`config.mk`:
```
export PLATFORM = sky130hd
export DESIGN_NAME = dmem_access_ctrl
export DESIGN_NICKNAME = d
export VERILOG_FILES = /design/src/rtl/dmem_access_ctrl.sv
export SDC_FILE = /design/constraint.sdc
export NUM_CORES = 1
export LEC_CHECK = 0
export CORE_MARGIN = 2
export CORE_UTILIZATION = 25
export CTS_CLUSTER_DIAMETER = 50
export CTS_CLUSTER_SIZE = 30
export DETAILED_ROUTE_END_ITERATION = 8
export GPL_ROUTABILITY_DRIVEN = 0
export SYNTH_ARGS = -nofsm -noshare
export SYNTH_HDL_FRONTEND = slang
export SYNTH_SLANG_ARGS = --single-unit
```
`constraint.sdc`:
```
create_clock -name clk_i -period 2.15 [get_ports clk_i]
set_input_delay 0.43 -clock clk_i [delete_from_list [all_inputs] [get_ports clk_i]]
set_output_delay 0.43 -clock clk_i [all_outputs]
set_load 0.01 [all_outputs]
```
`src/rtl/dmem_access_ctrl.sv`:
```
// MEM-stage data-memory sequencer: issues one req/ack transaction per load/store,
// stalling the pipeline until ack or timeout; sticky timeout flag, saturating stall counter.
module dmem_access_ctrl #(
    parameter int ADDR_W  = 32,
    parameter int DATA_W  = 32,
    parameter int TO_W    = 8,
    parameter int TIMEOUT = 200
) (
    input  logic              clk_i,
    input  logic              rst_i,
    input  logic              MemRead_i,
    input  logic              MemWrite_i,
    input  logic [ADDR_W-1:0] addr_i,
    input  logic [DATA_W-1:0] wdata_i,
    output logic              stall_o,
    output logic [DATA_W-1:0] rdata_o,
    output logic              mem_req_o,
    output logic              mem_we_o,
    output logic [ADDR_W-1:0] mem_addr_o,
    output logic [DATA_W-1:0] mem_wdata_o,
    input  logic              mem_ack_i,
    input  logic [DATA_W-1:0] mem_rdata_i,
    output logic              err_o,
    output logic [31:0]       stall_cnt_o
);

    typedef enum logic [1:0] {IDLE, REQ, DONE, ABORT} state_t;

    localparam logic [TO_W-1:0] TO_LAST = TO_W'(TIMEOUT - 1);

    state_t              state_q, state_d;
    logic                mem_we_q, mem_we_d;
    logic [ADDR_W-1:0]   mem_addr_q, mem_addr_d;
    logic [DATA_W-1:0]   mem_wdata_q, mem_wdata_d;
    logic [DATA_W-1:0]   rdata_q, rdata_d;
    logic [TO_W-1:0]     to_cnt_q, to_cnt_d;
    logic                err_q, err_d;
    logic [31:0]         stall_cnt_q, stall_cnt_d;
    logic                access;
    logic                stall;

    assign access = MemRead_i | MemWrite_i;
    // Gated by reset so the pipeline is released the instant reset asserts.
    assign stall  = rst_i & (((state_q == IDLE) & access) | (state_q == REQ));

    always_comb begin
        state_d     = state_q;
        mem_we_d    = mem_we_q;
        mem_addr_d  = mem_addr_q;
        mem_wdata_d = mem_wdata_q;
        rdata_d     = rdata_q;
        to_cnt_d    = to_cnt_q;
        err_d       = err_q;
        stall_cnt_d = stall_cnt_q;

        case (state_q)
            IDLE: begin
                if (access) begin
                    mem_we_d    = MemWrite_i;
                    mem_addr_d  = addr_i;
                    mem_wdata_d = wdata_i;
                    to_cnt_d    = '0;
                    state_d     = REQ;
                end
            end
            REQ: begin
                // Ack takes priority over a simultaneous timeout.
                if (mem_ack_i) begin
                    if (!mem_we_q) rdata_d = mem_rdata_i;
                    state_d = DONE;
                end else if (to_cnt_q == TO_LAST) begin
                    err_d   = 1'b1;
                    rdata_d = '0;
                    state_d = ABORT;
                end else begin
                    to_cnt_d = to_cnt_q + 1'b1;
                end
            end
            DONE, ABORT: state_d = IDLE;
            default:     state_d = IDLE;
        endcase

        if (stall && (stall_cnt_q != 32'hFFFF_FFFF))
            stall_cnt_d = stall_cnt_q + 32'd1;
    end

    always_ff @(posedge clk_i or negedge rst_i) begin
        if (!rst_i) begin
            state_q     <= IDLE;
            mem_we_q    <= 1'b0;
            mem_addr_q  <= '0;
            mem_wdata_q <= '0;
            rdata_q     <= '0;
            to_cnt_q    <= '0;
            err_q       <= 1'b0;
            stall_cnt_q <= '0;
        end else begin
            state_q     <= state_d;
            mem_we_q    <= mem_we_d;
            mem_addr_q  <= mem_addr_d;
            mem_wdata_q <= mem_wdata_d;
            rdata_q     <= rdata_d;
            to_cnt_q    <= to_cnt_d;
            err_q       <= err_d;
            stall_cnt_q <= stall_cnt_d;
        end
    end

    assign stall_o     = stall;
    assign rdata_o     = rdata_q;
    assign mem_req_o   = (state_q == REQ);
    assign mem_we_o    = mem_we_q;
    assign mem_addr_o  = mem_addr_q;
    assign mem_wdata_o = mem_wdata_q;
    assign err_o       = err_q;
    assign stall_cnt_o = stall_cnt_q;

endmodule

```
==> flow_metrics.tcl <==
set metrics [dict create \
    cts.htree.levels 4 \
    grt_pass1_vias 5027 \
    cpLargestDelayFamily "buffers and inverters" \
    cp_slowest_stage_delay_ps 540 \
    final_layout_size_suffix_gt1_frac 0.0810 \
    status "finished clean" \
    crit_type "in2out" \
    fillers 2197 \
    routed_wl_um 15900 \
    netlist_area_um2 5740 \
    r2r_start "stall_cnt_o[0]" \
    grt_pass1_wl_um 26000 \
    post-dp-hpwl_um 10900 \
    place_area_um2 8590 \
    cp_slowest_cell "dlygate4sd3_1" \
    intPower_w 0.00801 \
    slew_violations 0 \
    synth_top_area_frac 0.610 \
    crit_start "rst_i" \
    finalCritPeriodShare 0.959 \
    comb_power_share 0.380 \
    cp.required_ps 1720 \
    p_leak_nw 4.26 \
    rsz0062_at_grt "no" \
    pre_cts_ws_ps -150 \
    fp.dieW_um 156 \
    cp_num_buf_inv 3 \
    switchingPower_w 0.00387 \
    cts_tree "yes" \
    vias 4930 \
    drt_iter0_markers 259 \
    layout.cells.non_filler 1162 \
    die_h_um 156 \
    viasPerCell 4.24 \
    crit_arrival_ps 1630 \
    swShare 0.326 \
    seqPwrFrac 0.354 \
    async_reset_ff_frac 1.00 \
    layout_common_cells "nand2_1, clkdlybuf4s50_1, dfrtp_1" \
    r2r-end "stall_cnt_o[10]" \
    drc_errors 0 \
    final_cell_area_um2 9260 \
    nets 967 \
    ios 233 \
    dp_cells 1128 \
    antennaDiodeCount 0 \
    synthTopCellsByArea "dfrtp_1, nand2_1, o21ai_0" \
    fin_hold_ws_ps 384 \
    grt_overflow_total 0 \
    io_buffers 232 \
    start_kind "primary input" \
    path_clk_slew_ps 60 \
    path_cells "dlygate4sd3_1 -> buf_6 -> nor3b_2 -> dlygate4sd2_1" \
    synth.largest_area_cell "dfrtp_1" \
    reg2regPathDepth 6 \
    final_common_cell "nand2_1" \
    endpoint "stall_o" \
    pwr-share-clk 0.266 \
    grt_max_degree 110 \
    cts.sinks 140 \
    yosysWarnings 0 \
    cts-root-buf "clkbuf_16" \
    syn_avg_cell_area_um2 9.37 \
    cp.depth 4 \
    antenna_left 0 \
    period_needed_ps 2060 \
    seq_area_frac_synth 0.610 \
    hold_viol 0 \
    slew_headroom 0.591 \
    ys_types 38 \
    maxCapViolCount 0 \
    firstDrtPassIters 4 \
    synthesis.nets 716 \
    start_util 0.254 \
    wl_per_cell_um 13.7 \
    setup_viol 0 \
    rows 55 \
    power_w 0.0119 \
    track_usage 0.135 \
    hold_class "in2async" \
    r2r_slack_ps 130 \
    peakVddDrop_mv 0.588 \
    syn_to_final_growth_pct 61.2 \
    synth_edf_count 0 \
    grt_antenna_before_repair 0 \
    clock_latency_ps 410 \
    worstSetupEndpointType "output pin" \
    clock_skew_ps 8.31 \
    clock.fmax_ghz 0.485 \
    floorplan.core_area_um2 22600 \
    numCtsBuffers 17 \
    cp_max_fo 8 \
    ys.flop_type "dfrtp_1" \
    netlist_instances 613 \
    synth_seq_cells 140 \
    powerDensity_nw_per_um2 1280 \
    worst_slack_ps 88.4 \
    cts_buffer_depth 2 \
    dieArea_um2 24200 \
    tightest_slew_ps 613 \
]
[state kept, by name (all words and copies together), names as in the netlist]
register and count:
mem_wdata_o 32, mem_addr_o 32, rdata_o 32, to_cnt_q 8
state_q 2, mem_we_o 1, stall_cnt_o 32, err_o 1
[power groups by stage]
stage / sequential [W] / clock (W) / combinational (W)
finish: 0.00421 / 0.00316 / 0.00452
global route: 0.00434 / 0.00339 / 0.00501
CTS: 0.00422 / 0.00326 / 0.00461
detailed placement: 0.00423 / 0 / 0.00460
global placement: 0.00419 / 0 / 0.00458
floorplan: 0.00461 / 0 / 0.00137
[area by class of cell]
type / instances / area (um2) / area share
Sequential cell: 140 / 3510 / 0.379
Timing Repair Buffer: 258 / 2580 / 0.279
Multi-Input combinational cell: 441 / 2160 / 0.233
Clock buffer: 19 / 443 / 0.0479
Tap cell: 285 / 357 / 0.0385
Clock inverter: 13 / 189 / 0.0204
Inverter: 6 / 22.5 / 0.00243
[stage by stage]
stage                     setup TNS, ps  utilization
after floorplan                       0            -
after global placement             -647        0.381
after detailed placement          -1070        0.381
after CTS                             0        0.410
after global routing                  0        0.410
final                                 0        0.410
[cells in the mapped netlist (5+ instances only)]
cell type,instances
nand2_1,270
dfrtp_1,140
o21ai_0,38
clkbuf_1,25
nor2_1,19
xor2_1,19
xnor2_1,14
nand3_1,13
nand4_1,13
nor3_1,11
inv_1,6
and3_1,5
[cell families (layout without fill, tap and decap cells)]
| logic type | after synthesis | in the layout | share of synthesized area |
|---|---|---|---|
| simple gates | 353 | 353 | 0.262 |
| flops | 140 | 140 | 0.610 |
| compound gates | 52 | 52 | 0.0505 |
| xor+xnor | 33 | 33 | 0.0503 |
| buf+inv | 32 | 296 | 0.0209 |
| fa+ha+maj | 2 | 2 | 0.00436 |
| mux | 1 | 1 | 0.00196 |
[metal layers]
metal,vias up,GRT usage,part of all wire
met4,0,0.0319,0.0070
met5,-,0,0
met1,2277,0.178,0.46
li1,2483,-,-
met2,163,0.209,0.45
met3,7,0.0522,0.080
[worst min path at each step]
stage	start	end	slack, ps	depth (start not counted)
after CTS	rst_i	stall_cnt_o[2]	360	2
after global placement	rst_i	stall_cnt_o[10]	240	1
after global routing	rst_i	stall_cnt_o[10]	370	2
after floorplan	rst_i	err_o	130	0
after detailed placement	rst_i	stall_cnt_o[10]	240	1
final	rst_i	stall_cnt_o[2]	380	2
[what timing repair did]
item | CTS | global route
hold endpoints to repair | 3 | 0
cloned | 0 | 0
setup buffers | 0 | 1
hold buffers | 1 | 0
gates resized for setup | 5 | 1
setup endpoints to repair | 2 | 7
pin swaps | 0 | 1
Note: power is estimated with default switching activity, not from simulation.
